## config.mk

```make
export PLATFORM = sky130hd
export DESIGN_NAME = bundle_ctrl
export DESIGN_NICKNAME = d
export VERILOG_FILES = /design/src/rtl/bundle_ctrl.sv
export SDC_FILE = /design/constraint.sdc
export NUM_CORES = 1
export LEC_CHECK = 0
export CAP_MARGIN = 10
export CORE_MARGIN = 2
export CORE_UTILIZATION = 45
export CTS_BUF_LIST = sky130_fd_sc_hd__clkbuf_2 sky130_fd_sc_hd__clkbuf_4 sky130_fd_sc_hd__clkbuf_8
export DETAILED_ROUTE_END_ITERATION = 10
export PLACE_DENSITY = 0.93
export SLEW_MARGIN = 0
export SYNTH_ARGS = -nofsm -noshare
export SYNTH_HDL_FRONTEND = slang
export SYNTH_SLANG_ARGS = --single-unit
export TNS_END_PERCENT = 20
```

## constraint.sdc

```tcl
create_clock -name clk -period 3.4 [get_ports clk]
set_clock_uncertainty 0.2 [all_clocks]
set_input_delay 1.02 -clock clk [delete_from_list [all_inputs] [get_ports clk]]
set_output_delay 1.02 -clock clk [all_outputs]
set_load 0.01 [all_outputs]
```

## src/rtl/bundle_ctrl.sv

```systemverilog
// bundle_ctrl: sequences an external per-lane bundling counter array and reads back its sign bits.
// Defining BUNDLE_CTRL_ABORT_EN adds an abort input that cancels a running operation.
module bundle_ctrl #(
  parameter int D  = 32,
  parameter int NW = 16
) (
  input  logic          clk,
  input  logic          rst_n,
  input  logic          start,
  input  logic [NW-1:0] num_items,
  output logic          busy,
  input  logic          in_valid,
  output logic          in_ready,
  input  logic [D-1:0]  in_data,
  output logic [D-1:0]  cnt_bit,
  output logic          cnt_en,
  output logic          cnt_clr,
  input  logic [D-1:0]  sign_in,
  output logic          out_valid,
  input  logic          out_ready,
  output logic [D-1:0]  out_data,
`ifdef BUNDLE_CTRL_ABORT_EN
  input  logic          abort,
`endif
  output logic          done
);

  typedef enum logic [2:0] {IDLE, CLR, ACCUM, SETTLE, OUT} state_t;

  state_t        state;
  logic [NW-1:0] n_lat;
  logic [NW-1:0] item_cnt;
  logic          acc_q;
  logic          hs;
`ifdef BUNDLE_CTRL_ABORT_EN
  logic          abort_pend;
`endif

  // An abort in the same cycle as a beat refuses the beat so the counters stay untouched.
`ifdef BUNDLE_CTRL_ABORT_EN
  assign in_ready = acc_q & ~abort;
`else
  assign in_ready = acc_q;
`endif
  assign hs      = in_ready & in_valid;
  assign cnt_en  = hs;
  assign cnt_bit = in_data;

  always_ff @(posedge clk or negedge rst_n) begin
    if (!rst_n) begin
      state     <= IDLE;
      n_lat     <= '0;
      item_cnt  <= '0;
      out_data  <= '0;
      busy      <= 1'b0;
      acc_q     <= 1'b0;
      cnt_clr   <= 1'b0;
      out_valid <= 1'b0;
      done      <= 1'b0;
`ifdef BUNDLE_CTRL_ABORT_EN
      abort_pend <= 1'b0;
`endif
    end else begin
      done <= 1'b0;
`ifdef BUNDLE_CTRL_ABORT_EN
      // Abort reuses CLR so the counter array is left clean for the next operation.
      if (abort && state != IDLE) begin
        state      <= CLR;
        cnt_clr    <= 1'b1;
        busy       <= 1'b1;
        acc_q      <= 1'b0;
        out_valid  <= 1'b0;
        item_cnt   <= '0;
        abort_pend <= 1'b1;
      end else
`endif
      case (state)
        IDLE: begin
          if (start) begin
            n_lat    <= num_items;
            item_cnt <= '0;
            cnt_clr  <= 1'b1;
            busy     <= 1'b1;
            state    <= CLR;
          end
        end
        CLR: begin
          cnt_clr <= 1'b0;
`ifdef BUNDLE_CTRL_ABORT_EN
          if (abort_pend) begin
            abort_pend <= 1'b0;
            busy       <= 1'b0;
            state      <= IDLE;
          end else
`endif
          if (n_lat == '0) begin
            state <= SETTLE;
          end else begin
            acc_q <= 1'b1;
            state <= ACCUM;
          end
        end
        ACCUM: begin
          if (hs) begin
            item_cnt <= item_cnt + 1'b1;
            if (item_cnt == n_lat - 1'b1) begin
              acc_q <= 1'b0;
              state <= SETTLE;
            end
          end
        end
        SETTLE: begin
          // The last counter update landed on the previous edge, so sign_in is final here.
          out_data  <= (n_lat == '0) ? '0 : sign_in;
          out_valid <= 1'b1;
          state     <= OUT;
        end
        OUT: begin
          if (out_ready) begin
            out_valid <= 1'b0;
            done      <= 1'b1;
            busy      <= 1'b0;
            state     <= IDLE;
          end
        end
        default: state <= IDLE;
      endcase
    end
  end

endmodule

```

==> results.cfg <==
[clocking]
clk_latency_ns = 0.35
path_clk_slew_ns = 0.07
cts_setup_buffers = 0
htreeDepth = 3
numCtsBuffers = 9
cts.sink_count = 72
root_buffer = clkbuf_8
cts_tree = built
cts_max_path_buffers = 2

[global_route]
grt_overflow = 0
grt_antenna_before_repair = 0
grt_pass1_wl_microns = 15800
grt_pass1_vias = 3341
grtUsageTotal = 0.226
grt_max_degree = 73

[synthesis]
synth-async-reset-ratio = 1.00
syn-cell-area_sq_um = 3770
synthTopCellsByArea = dfrtp_1 (48%), nand2_1 (8.2%), buf_4 (6.4%)
syn_inst = 407
synth_cell_types = 42
ys_ff_latch = 72
synth_fp_nets = 495
netlist.area_leader.share = 0.478
ys_seq_area_frac = 0.478
synth_largest_area_cell = dfrtp_1
synthFlopType = dfrtp_1
synth_warnings = 0
syn_area_per_cell_sq_um = 9.26
synth-edff-count = 0

[timing]
slew_violations = 0
hold_viol_final = 0
finalSetupTns_ns = 0
grt_setup_unrepaired = no
period_share = 0.881
fmax_mhz = 334
setup_viol = 0
period_minus_slack_ns = 3.00
max_slew_margin = 0.605
tightest_slew_ns = 0.586
whs_ns = 0.287

[hold_path]
holdPathEnd = out_valid$_DFFE_PN0P_
hold_class = reg -> reg
hp-start = out_valid$_DFFE_PN0P_
min_path_cells = 2

[final_layout]
area_growth_pct = 25.7
drive_gt1_frac = 0.0944
nets = 550
antenna_cells = 0

[die]
chipHeight_microns = 95.5
start_util = 0.461
io_pins = 155
die_area_sq_um = 9130
die_w_microns = 95.5
core_area_sq_um = 8180
rows = 33

[place]
dp_hpwl_microns = 6810
io_buffers = 90
place_congestion = 0.861

[outcome]
outcome = completed

[critical_path]
reg2reg_depth = 7
r2r_end = in_ready$_DFFE_PN0P_
cp.required_ns = 2.18
rrSetupSlack_ns = 0.55
slowest_stage = clkdlybuf4s50_1
crit_chain = clkdlybuf4s50_1 > and2_1 > dlymetal6s2s_1
worstPathMaxFanout = 2
worst_ep_arrival_time_ns = 1.78
max_stage_delay_ns = 0.47
critPathLaunchType = primary input
rr_startpoint = n_lat[3]$_DFFE_PN0P_
endpoint_kind = primary output
path_class = in -> out

[detailed_routing]
drtIter0Drc = 236
wl_per_cell_microns = 17.2
viasPerCell = 5.63
vias = 3212
wl_microns = 9840
drtPass1Iterations = 6
antenna_left = 0
drc = 0

[pwr]
ir_worst_vdd_v = 0.000535
powerDensity_nw_per_um2 = 831
leakagePower_nw = 2.07

[flow_run]
max_cap_viol_count = 0
[Yosys cell counts, types with 2 or more instances]
| cell | instances |
|---|---|
| nand2_1 | 82 |
| dfrtp_1 | 72 |
| buf_4 | 32 |
| o21ai_1 | 30 |
| nor2_1 | 23 |
| clkbuf_1 | 17 |
| xor2_1 | 16 |
| mux2_2 | 14 |
| o21ai_0 | 14 |
| xnor2_1 | 13 |
| nand4_1 | 12 |
| nor3_1 | 11 |
| a21oi_1 | 9 |
| nand3_1 | 9 |
| inv_1 | 5 |
| nor3b_1 | 5 |
| or3_1 | 5 |
| buf_6 | 3 |
| ha_1 | 3 |
| nand3b_1 | 3 |
| a31oi_1 | 2 |
| and2_1 | 2 |
| and3_1 | 2 |
| and3_2 | 2 |
| nand2b_1 | 2 |
| nor4_1 | 2 |
| o21a_1 | 2 |
[sequential cells by signal, summed over array words and instances, names as in the netlist]
register	count
in_ready	1
n_lat	16
cnt_clr	1
busy	1
out_data	32
item_cnt	16
done	1
out_valid	1
state	3
[report_power, final]
| part | internal, mW | switching (mW) |
|---|---|---|
| combinational | 0.842 | 0.773 |
| sequential | 1.20 | 0.376 |
| clock | 0.429 | 0.318 |
[area by class of cell]
cell class | count | area, sq um
clock inverters | 5 | 81.3
flip-flops and latches | 72 | 1800
inverters | 5 | 18.8
fillers | 613 | 3440
repair buffers | 97 | 963
clock buffers | 10 | 138
multi-input cells | 277 | 1600
well taps | 105 | 131
[kinds of logic after synthesis]
logic type | count (synthesis) | synth area share
buffers and inverters | 58 | 0.0982
and+or+nand+nor | 167 | 0.211
xor gates and xnor gates | 29 | 0.0674
DFF | 72 | 0.478
adders and majority gates | 3 | 0.00996
AOI/OAI and AO/OA | 63 | 0.0906
muxes | 15 | 0.0445
[cell usage in the layout, fill, tap and decap left out, types with 2 or more instances in the layout]
cell	Yosys	final
clkdlybuf4s50_1	0	88
nand2_1	82	82
dfrtp_1	72	72
o21ai_1	30	30
nor2_1	23	23
xor2_1	16	16
o21ai_0	14	14
mux2_2	14	14
xnor2_1	13	13
nand4_1	12	12
nor3_1	11	10
clkbuf_8	1	10
nand3_1	9	9
a21oi_1	9	9
buf_4	32	6
inv_1	5	5
or3_1	5	5
nor3b_1	5	5
nand3b_1	3	3
ha_1	3	3
and2_1	2	2
nand2b_1	2	2
nor4_1	2	2
and3_2	2	2
a31oi_1	2	2
o21a_1	2	2
and3_1	2	2
bufinv_16	0	2
[through the flow]
stage	cell area, sq um	setup WS (ns)	std cells	utilization	power, mW
4_1_cts	4730	0.0161	571	0.579	3.94
2_1_floorplan	3770	0.704	407	-	2.45
6_report	4740	0.405	571	0.579	3.93
3_3_place_gp	4520	0.0188	556	0.552	3.06
5_1_grt	4740	0.316	571	0.579	4.16
3_5_place_dp	4520	0.0128	556	0.552	3.17
[layer usage]
layer	GRT usage	wire length, microns
met5	0	0
met1	0.229	3400
met2	0.408	5130
met3	0.0798	941
met4	0.114	376
[worst max path at each step]
stage / start / end / slack (ns)
after detailed placement: in_valid / cnt_en / 0.01
after floorplan: in_valid / item_cnt[9]$_DFFE_PN0P_ / 0.70
final: in_valid / cnt_en / 0.40
after global placement: in_valid / cnt_en / 0.02
after global routing: in_valid / item_cnt[11]$_DFFE_PN0P_ / 0.32
after CTS: in_valid / cnt_en / 0.02
[worst max-delay path: cells and delay by family]
kind	cells	cell delay, ns
simple gates	1	0.13
buf+inv	2	0.63
[repair_timing]
item,in CTS,in global routing
hold endpoints to repair,0,0
resized for setup,0,1
setup endpoints to repair,0,1
hold buffers,0,0
Power figures use the tool's default switching activity.
